<file path="src/rtl/cpu_pkg.sv">
// Shared types and defaults for the core's back-end stages.
// Imported by the write-back unit and its round-robin arbiter.
package cpu_pkg;

    localparam int XLEN_DEF = 32;

    typedef enum logic {
        RUN      = 1'b0,
        REDIRECT = 1'b1
    } wb_state_e;

    typedef enum logic {
        SRC_ALU = 1'b0,
        SRC_LSU = 1'b1
    } wb_src_e;

endpackage

</file>
<file path="src/rtl/rr_arbiter2.sv">
// Two-requester round-robin arbiter; the pointer remembers the last port
// granted and advances only when a grant is actually issued.
module rr_arbiter2 (
    input  logic       clk,
    input  logic       rst,
    input  logic       i_en,
    input  logic [1:0] i_req,
    output logic [1:0] o_gnt
);

    logic r_last;

    // A lone requester always wins; on a conflict the port not served last wins.
    always_comb begin
        o_gnt = 2'b00;
        if (i_en) begin
            case (i_req)
                2'b01:   o_gnt = 2'b01;
                2'b10:   o_gnt = 2'b10;
                2'b11:   o_gnt = r_last ? 2'b01 : 2'b10;
                default: o_gnt = 2'b00;
            endcase
        end
    end

    // Port 1 counts as last-served out of reset, so the first conflict goes to port 0.
    always_ff @(posedge clk) begin
        if (rst) begin
            r_last <= 1'b1;
        end else if (|o_gnt) begin
            r_last <= o_gnt[1];
        end
    end

endmodule

</file>
<file path="src/rtl/writeback_unit.sv">
// Write-back stage: arbitrates ALU and LSU results onto the register-file
// write port, forwards the committed value, raises branch redirects and counts retirements.
module writeback_unit
    import cpu_pkg::*;
#(
    parameter int xlen  = XLEN_DEF,
    parameter int cnt_w = 64
) (
    input  logic             clk,
    input  logic             rst,
    input  logic             alu_result_v,
    input  logic [xlen-1:0]  alu_result,
    input  logic [4:0]       alu_rd,
    input  logic             alu_branch,
    output logic             alu_ok,
    input  logic             lsu_result_v,
    input  logic [xlen-1:0]  lsu_result,
    input  logic [4:0]       lsu_rd,
    output logic             lsu_ok,
    input  logic             rf_busy,
    output logic             rf_we,
    output logic [4:0]       rf_waddr,
    output logic [xlen-1:0]  rf_wdata,
    output logic             fwd_v,
    output logic [4:0]       fwd_rd,
    output logic [xlen-1:0]  fwd_data,
    output logic             redirect_v,
    output logic [xlen-1:0]  redirect_pc,
    output logic [cnt_w-1:0] instret
);

    wb_state_e        r_state;
    wb_state_e        w_next;
    logic             r_we;
    logic [4:0]       r_waddr;
    logic [xlen-1:0]  r_wdata;
    logic [xlen-1:0]  r_redirect_pc;
    logic [cnt_w-1:0] r_instret;

    logic             w_en;
    logic [1:0]       w_gnt;
    logic             w_xfer;
    logic             w_branch;
    wb_src_e          w_src;
    logic [4:0]       w_rd;

    // Grants are withheld during reset, the redirect bubble and register-file stalls.
    assign w_en = (r_state == RUN) && !rf_busy && !rst;

    rr_arbiter2 u_arb (
        .clk   (clk),
        .rst   (rst),
        .i_en  (w_en),
        .i_req ({lsu_result_v, alu_result_v}),
        .o_gnt (w_gnt)
    );

    assign alu_ok   = w_gnt[0];
    assign lsu_ok   = w_gnt[1];
    assign w_xfer   = alu_ok || lsu_ok;
    assign w_branch = alu_ok && alu_branch;
    assign w_src    = lsu_ok ? SRC_LSU : SRC_ALU;
    assign w_rd     = (w_src == SRC_LSU) ? lsu_rd : alu_rd;

    always_ff @(posedge clk) begin
        if (rst) begin
            r_state <= RUN;
        end else begin
            r_state <= w_next;
        end
    end

    // A taken branch costs exactly one bubble cycle in REDIRECT.
    always_comb begin
        w_next = r_state;
        case (r_state)
            RUN:      if (w_branch) w_next = REDIRECT;
            REDIRECT: w_next = RUN;
            default:  w_next = RUN;
        endcase
    end

    // Writes to x0 still load the stage and retire, but never assert the enable.
    always_ff @(posedge clk) begin
        if (rst) begin
            r_we          <= 1'b0;
            r_waddr       <= 5'd0;
            r_wdata       <= '0;
            r_redirect_pc <= '0;
            r_instret     <= '0;
        end else begin
            r_we <= w_xfer && !w_branch && (w_rd != 5'd0);
            if (w_xfer && !w_branch) begin
                r_waddr <= w_rd;
                r_wdata <= (w_src == SRC_LSU) ? lsu_result : alu_result;
            end
            if (w_branch) begin
                r_redirect_pc <= alu_result;
            end
            if (w_xfer) begin
                r_instret <= r_instret + {{(cnt_w-1){1'b0}}, 1'b1};
            end
        end
    end

    assign rf_we       = r_we;
    assign rf_waddr    = r_waddr;
    assign rf_wdata    = r_wdata;
    assign fwd_v       = r_we;
    assign fwd_rd      = r_waddr;
    assign fwd_data    = r_wdata;
    assign redirect_v  = (r_state == REDIRECT);
    assign redirect_pc = r_redirect_pc;
    assign instret     = r_instret;

endmodule

</file>
<file path="config.mk">
export PLATFORM = sky130hd
export DESIGN_NAME = writeback_unit
export DESIGN_NICKNAME = d
export VERILOG_FILES = /design/src/rtl/cpu_pkg.sv /design/src/rtl/rr_arbiter2.sv /design/src/rtl/writeback_unit.sv
export SDC_FILE = /design/constraint.sdc
export NUM_CORES = 1
export LEC_CHECK = 0
export BUFFER_PORTS_ARGS = -buffer_cell sky130_fd_sc_hd__buf_2
export CAP_MARGIN = 30
export CORE_ASPECT_RATIO = 1.1
export CORE_MARGIN = 5
export CORE_UTILIZATION = 40
export CTS_BUF_LIST = sky130_fd_sc_hd__clkbuf_8
export CTS_CLUSTER_DIAMETER = 120
export CTS_CLUSTER_SIZE = 16
export DETAILED_ROUTE_END_ITERATION = 7
export PLACE_DENSITY = 0.71
export SYNTH_ARGS = -nofsm -noshare
export SYNTH_HDL_FRONTEND = slang
export SYNTH_SLANG_ARGS = --single-unit
</file>
<file path="constraint.sdc">
create_clock -name clk -period 4.95 [get_ports clk]
set_input_delay 0.7425 -clock clk [delete_from_list [all_inputs] [get_ports clk]]
set_output_delay 0.7425 -clock clk [all_outputs]
set_load 0.005 [all_outputs]
</file>
---- Yosys cells after proc, flatten, opt, wreduce, memory -nomap -nowiden ----
Cells that the tools add are included.
storage, ports and cells
  register bits after elaboration ......... 136
  bits in latches ......................... 0
  bits in writable memories ............... 0
  ROM bits ................................ 0
  word-level logic and storage cells ...... 31
  memories ................................ 0
cells by class
  $add $sub $neg .......................... 1
  multipliers ............................. 0
  divide/modulo/power cells ............... 0
  magnitude comparators ................... 0
  equality and inequality tests ........... 3
  shift operators ......................... 0
  mux-type cells .......................... 8
  bitwise gates (word level) .............. 1
  reductions and logical operators ........ 11
operators by type and width
  cell                     count
  $add A64 B1 Y64 const B  1
  $mux W32                 1
  $pmux W2 S3              1
  $logic_and A1 B1 Y1      5
  $mux W5                  1
  $reduce_bool A5 Y1       1
  $eq A2 B2 Y1 const B     2
  $mux W2                  2
  $logic_not A1 Y1         3
  $eq A2 B1 Y1 const B     1
  $mux W1                  2
  $pmux W1 S2              1
  $reduce_or A2 Y1         1
  $logic_or A1 B1 Y1       1
  $not A1 Y1               1

---- Longest topological paths before layout ----
Gate-level depths: netlist of run 1.
  word-level depth ........................ 8
  gate-level depth with buffers ........... 11
  gate-level depth less buffers ........... 8

---- Cells and area by module ----
A second synthesis of run 1 with hierarchy kept.
second synthesis, totals
  cell total of the unflattened synthesis .. 718
  area, all modules ....................... 6114.6 sq um
by module, submodules not included
  module          times used  cells each  area an instance (sq um)  seq. area each (sq um)
  writeback_unit  1           710         6055.8                    2702.6
  rr_arbiter2     1           8           58.8                      20.0

---- Worst setup path after synthesis of run 1 ----
OpenSTA, ideal clock, no wires.
  path kind ............................... input-to-reg
  start ................................... input port rf_busy
  end ..................................... register r_instret[36] (netlist: instret[36])
  setup time .............................. 0.070 ns
  arrival time ............................ 2.754 ns
  data required time ...................... 4.880 ns
  slack ................................... 2.125 ns
  cell stages on the path ................. 6
  path buffers ............................ 1
  cell sequence ........................... or3_4 -> buf_6 -> nor4_4 -> or4b_4 -> or4_1 -> a21oi_1
between the ends
  cells in the longest elaborated chain, start to end .. 5
ends and longest elaborated chain
  what                              line                   RTL
  start: declaration                writeback_unit.sv:20   input logic rf_busy,
  $logic_not A1 Y1                  writeback_unit.sv:48   assign w_en = (r_state == RUN) && !rf_busy && !rst;
  $logic_and A1 B1 Y1 (2 in a row)  writeback_unit.sv:48
  $mux W2                           rr_arbiter2.sv:16      if (i_en) begin
  $logic_or A1 B1 Y1                writeback_unit.sv:60   assign w_xfer = alu_ok || lsu_ok;
  end signal: assignment            writeback_unit.sv:101  r_instret <= r_instret + {{(cnt_w-1){1'b0}}, 1'b1};
  end: declaration                  writeback_unit.sv:38   logic [cnt_w-1:0] r_instret;
Every way passes these cells.
A chain may end at the register's enable or synchronous reset.

---- Final worst setup path of run 1 ----
  start ................................... input port rst
  end ..................................... register r_instret[56] (netlist: instret[56])
between the ends
  cells in the longest elaborated chain, start to end .. 4
ends and longest elaborated chain
  what                 line                  RTL
  start: declaration   writeback_unit.sv:10  input logic rst,
  $logic_not A1 Y1     writeback_unit.sv:48
  $logic_and A1 B1 Y1  writeback_unit.sv:48
  $mux W2              rr_arbiter2.sv:16
  $logic_or A1 B1 Y1   writeback_unit.sv:60
Several ways; a longest one is shown, not always the timed one.

==> results of run 1 <==
-- worst min path at each step --
stage	start	end	slack, ps	depth (start not counted)
2_1_floorplan	u_arb.r_last	u_arb.r_last	450	1
3_3_place_gp	redirect_pc[11]	redirect_pc[11]	440	2
3_5_place_dp	redirect_pc[11]	redirect_pc[11]	440	2
4_1_cts	redirect_pc[11]	redirect_pc[11]	450	2
5_1_grt	redirect_pc[4]	redirect_pc[4]	470	2
6_report	redirect_pc[27]	redirect_pc[27]	450	2
-- worst max-delay path, stage by stage --
cell and delay (ps):
buf_4 270, or3_4 460, nor4b_2 430, nand3_1 530, or4b_2 800, a21oi_1 160
-- cell type report --
class | instances | area (um2)
Sequential cell | 136 | 2720
Timing Repair Buffer | 262 | 1330
Inverter | 12 | 45.0
Clock inverter | 11 | 85.1
Clock buffer | 19 | 262
Tap cell | 196 | 245
Multi-Input combinational cell | 547 | 2960
Fill cell | 1498 | 7460
-- kinds of logic (layout without fill, tap and decap cells) --
| family | count (synthesis) | count (layout) |
|---|---|---|
| simple gates | 374 | 374 |
| compound gates | 144 | 144 |
| flops | 136 | 136 |
| buf+inv | 98 | 304 |
| xor+xnor | 27 | 27 |
| fa+ha+maj | 1 | 1 |
| mux | 1 | 1 |
-- registers in the layout, summed over array words and instances, names as in the netlist --
register and flops:
instret 64, fwd_data 32, redirect_pc 32, fwd_rd 5, fwd_v 1, redirect_v 1, u_arb.r_last 1
-- metal layers --
| metal | GRT usage (%) | vias to the layer above | routed length [um] |
|---|---|---|---|
| li1 | - | 3099 | - |
| met1 | 24.6 | 2838 | 7710 |
| met2 | 33.9 | 243 | 8940 |
| met3 | 7.01 | 26 | 1820 |
| met4 | 7.96 | 0 | 378 |
| met5 | 0 | - | 0 |
-- where the power goes --
group	switching (mW)	internal (mW)	leakage [nW]	total [mW]
Clock	0.422	0.409	0.181	0.830
Combinational	0.106	0.0830	1.97	0.189
Sequential	0.0206	1.12	1.10	1.14
Total	0.548	1.61	3.25	2.16
-- cells in the final DEF, fill, tap and decap left out, types with 3 or more instances in the layout --
cell type	instances
dfxtp_1	136
nor3_1	7
buf_2	253
clkinv_2	5
nor2_1	83
nand3_1	29
nand2_1	166
or4_1	25
clkinvlp_4	3
xnor2_1	17
a21oi_1	68
o21ai_0	12
nand4_1	18
and3_1	7
clkbuf_8	19
and4_1	3
a311oi_1	37
or3_1	11
nor4_1	9
buf_4	9
xor2_1	10
inv_1	13
o31ai_1	23
-- metrics by stage --
step / cells / setup WS [ps]
4_1_cts: 1183 / 1930
3_3_place_gp: 1153 / 1480
2_1_floorplan: 781 / 2130
6_report: 1183 / 1910
3_5_place_dp: 1153 / 1450
5_1_grt: 1183 / 1670
==> flow_summary.json, run 1 <==
{
  "status": "completed",
  "design_area_um2": 7650,
  "synth_warnings": 0,
  "finalSetupViolations": 0,
  "htreeDepth": 4,
  "areaGrowthSynthToFinish_pct": 23.5,
  "placed_cell_area_um2": 7300,
  "cp_max_fo": 56,
  "grt_pass1_wl_mm": 30.1,
  "finalPower_mw": 2.16,
  "final.min_clock_period_ps": 3040,
  "avgSynthCellArea_um2": 7.93,
  "synth_cell_types": 41,
  "routed_via_density": 5.25,
  "die_x_um": 129,
  "grt_pass1_vias": 5886,
  "powerDensity_nw_per_um2": 283,
  "r2r-start": "instret[28]",
  "synth_top_cell_by_area": "dfxtp_1",
  "clock_path_buffers": 2,
  "endpoint_kind": "register",
  "dpl.hpwl_mm": 13.7,
  "drc": 0,
  "yosys.cell_count.top_type": "nand2_1",
  "clk_latency_ps": 450,
  "hold_path_class": "register to register",
  "antenna_found_initial": 0,
  "synth_compound_area_share_pct": 15.1,
  "tightest_slew_ps": 869,
  "ctsRootBufferMaster": "clkbuf_8",
  "drv_cap": 0,
  "finalHoldViolations": 0,
  "holdWs_ps": 454,
  "async_flop_share_pct": 0,
  "numCtsBuffers": 17,
  "period_share_pct": 61.5,
  "synth_top_family_by_area": "simple AND/OR/NAND/NOR gates",
  "clk_pin_slew_ps": 70,
  "synth_xor_area_share_pct": 3.82,
  "cts_tree": "done",
  "synth_fa_ha_area_share_pct": 0.202,
  "grt_overflow": 0,
  "io_pins": 255,
  "wl_per_cell_um": 15.9,
  "endpoint": "instret[56]",
  "grt_max_degree": 83,
  "ctsHoldBuffers": 0,
  "grtUsageTotal_pct": 20.6,
  "arrival_ps": 3410,
  "syn_inst": 781,
  "vdd_ir_drop_max_mv": 0.140,
  "drive_above_1_share_pct": 30.5,
  "reg2reg_depth": 5,
  "ctsResizeCount": 0,
  "vias": 6206,
  "dr.first_iter.drc_count": 384,
  "rsz0062_at_grt": "no",
  "synthMuxAreaShare_pct": 0.182,
  "synthTopCellsByCount": "166 x nand2_1, 136 x dfxtp_1, 83 x nor2_1",
  "fmax_ghz": 0.329,
  "core-area_um2": 15100,
  "place_congestion": 0.812,
  "path_class": "input port to register",
  "die_h_um": 141,
  "skew_ps": 12.0,
  "netlist_area_um2": 6200,
  "maxSlewHeadroom_pct": 42.1,
  "drt.antenna.violating_nets": 0,
  "ys_seq_area_share_pct": 43.9,
  "ys_ff_latch": 136,
  "final_util_pct": 50.6,
  "crit_start": "rst",
  "clock_sinks": 136,
  "firstDrtPassIters": 5,
  "syn_nets": 862,
  "synth_top_area_share_pct": 43.9,
  "start_kind": "input port",
  "worstPathRequired_ps": 5320,
  "maxSlewViolCount": 0,
  "rrSetupSlack_ps": 2050,
  "reg2reg_to": "instret[56]",
  "dieArea_um2": 18100,
  "fin_setup_tns_ps": 0,
  "synth_flop_cell": "dfxtp_1",
  "n_antenna_cell": 0,
  "finalWirelength_mm": 18.9,
  "port_buffers": 254,
  "start_util_pct": 41.0,
  "final_nets": 1057,
  "leakage_nw": 3.25,
  "post_cts_buffers": 0,
  "synthTopCellsByArea": "dfxtp_1 44%, nand2_1 10%, a21oi_1 5.5%",
  "rows": 47,
  "synthSimpleGateAreaFrac_pct": 28.4,
  "synth_enable_flop_cells": 0
}
(Power assumes the default switching activity.)
==> run 2: changes to the inputs <==
Clock period 4.95 ns to 2.8 ns, I/O delays scaled along.
==> run 2 against run 1 <==
  * Global-route usage hardly changed
  * Sequential power is 77% higher
  * Sequential cell count stayed put
  * Via count is 0.56% higher
  * Highest routed layer unchanged
==> flow_summary.json, run 2 (synthesis gave the netlist of run 1 again) <==
{
  "status": "completed",
  "routed_via_density": 5.19,
  "rows": 47,
  "endpoint": "instret[56]",
  "maxSlewViolCount": 0,
  "place_congestion": 0.805,
  "dieArea_um2": 18100,
  "drive_above_1_share_pct": 32.1,
  "p_int_mw": 2.96,
  "final.min_clock_period_ps": 2460,
  "cts_tree": "done",
  "grt_overflow": 0,
  "reg2reg_depth": 8,
  "dr.first_iter.drc_count": 356,
  "start_kind": "register",
  "areaGrowthSynthToFinish_pct": 26.6,
  "clk_latency_ps": 440,
  "die_x_um": 129,
  "grtUsageTotal_pct": 20.6,
  "rrSetupSlack_ps": 340,
  "drv_cap": 0,
  "mostFrequentLayoutCells": "253 x buf_2, 166 x nand2_1, 136 x dfxtp_1",
  "firstDrtPassIters": 5,
  "largest_reg_flops": 64,
  "clk_pin_slew_ps": 80,
  "fmax_ghz": 0.407,
  "leakage_nw": 3.36,
  "numCtsBuffers": 17,
  "final_common_cell": "buf_2",
  "tightest_slew_ps": 783,
  "maxSlewHeadroom_pct": 47.8,
  "cp_max_fo": 18,
  "ctsResizeCount": 0,
  "arrival_ps": 2820,
  "start_util_pct": 41.0,
  "port_buffers": 254,
  "met2_usage_pct": 34.4,
  "drc": 0,
  "globalRouteMet3Util_pct": 7.62,
  "vias": 6241,
  "finalPower_mw": 3.98,
  "n_antenna_cell": 0,
  "met1_usage_pct": 24.3,
  "ctsRootBufferMaster": "clkbuf_8",
  "drt.antenna.violating_nets": 0,
  "clkPwrFrac_pct": 40.7,
  "clock_sinks": 136,
  "wl_per_cell_um": 15.8,
  "crit_start": "instret[15]",
  "final_nets": 1075,
  "worstPathRequired_ps": 3160,
  "clock_path_buffers": 2,
  "endpoint_kind": "register",
  "period_share_pct": 87.7,
  "switching_power_mw": 1.01,
  "post_cts_buffers": 0,
  "htreeDepth": 4,
  "fin_setup_tns_ps": 0,
  "grt_max_degree": 74,
  "pwr-share-comb_pct": 8.6,
  "seqPwrFrac_pct": 50.8,
  "vdd_ir_drop_max_mv": 0.311,
  "path_class": "register to register",
  "finalHoldViolations": 0,
  "grt_pass1_vias": 5989,
  "finalSetupViolations": 0,
  "p_sw_share_pct": 25.5,
  "reg2reg_to": "instret[56]",
  "hold_path_class": "input port to register",
  "busiest_layer": "met2",
  "dpl.hpwl_mm": 14.0,
  "grt_pass1_wl_mm": 30.2,
  "die_h_um": 141,
  "skew_ps": 11.6,
  "r2r-start": "instret[15]",
  "powerDensity_nw_per_um2": 507,
  "io_pins": 255,
  "antenna_found_initial": 0,
  "core-area_um2": 15100,
  "ctsHoldBuffers": 0,
  "rsz0062_at_grt": "no",
  "finalWirelength_mm": 19.0
}
-- run 2: cell count changes in the layout (fill, tap and decap cells not counted), sizes merged --
cell	previous run	this run
clkinvlp	3	2
buf	262	280
inv	13	12
bufinv	1	2
clkinv	6	9
-- run 2: per-layer routing --
| metal | share of wire [%] | routed length [um] |
|---|---|---|
| met5 | 0 | 0 |
| met1 | 42 | 7870 |
| met2 | 48 | 9110 |
| met3 | 8.6 | 1630 |
| met4 | 1.9 | 352 |
-- run 2: worst min-delay path by stage --
stage	start	end	slack [ps]	depth (start not counted)
detailed placement	redirect_pc[11]	redirect_pc[11]	440	2
CTS	alu_result[23]	redirect_pc[23]	190	3
finish	alu_result[10]	redirect_pc[10]	220	3
global placement	redirect_pc[11]	redirect_pc[11]	440	2
global route	alu_result[28]	redirect_pc[28]	200	3
floorplan	u_arb.r_last	u_arb.r_last	450	1
-- run 2: layout make-up --
cell class                 count  area (um2)
tap                          196         245
sequential                   136        2720
clock inverter                13         128
timing repair buffer         280        1480
clock buffer                  19         262
fill                        1476        7270
inverter                      12        45.0
multi-input combinational    547        2960
-- run 2: power by group through the flow --
| stage | Combinational, mW | Clock [mW] | Sequential, mW |
|---|---|---|---|
| 5_1_grt | 0.382 | 1.74 | 2.03 |
| 2_1_floorplan | 0.195 | 0 | 2.06 |
| 3_5_place_dp | 0.346 | 0 | 2.06 |
| 3_3_place_gp | 0.344 | 0 | 2.06 |
| 6_report | 0.342 | 1.62 | 2.02 |
| 4_1_cts | 0.347 | 1.65 | 2.02 |
-- run 2: worst max-delay path: stages, from the launching register on --
cell     delay [ps]
dfxtp_1         440
nand4_1         150
buf_4           180
nor4_1          350
buf_4           180
nand3_1          70
buf_4           200
or4b_2          640
a21oi_1         160
-- run 2: through the flow --
| stage | worst slack (ps) | cells | area, um2 | hold slack (ps) | utilization (%) |
|---|---|---|---|---|---|
| detailed placement | 242 | 1171 | 7450 | 443 | 49.3 |
| finish | 343 | 1203 | 7840 | 220 | 51.9 |
| global placement | 287 | 1171 | 7450 | 439 | 49.3 |
| CTS | 324 | 1203 | 7840 | 186 | 51.9 |
| floorplan | 298 | 781 | 6200 | 450 | - |
| global route | 150 | 1203 | 7840 | 201 | 51.9 |
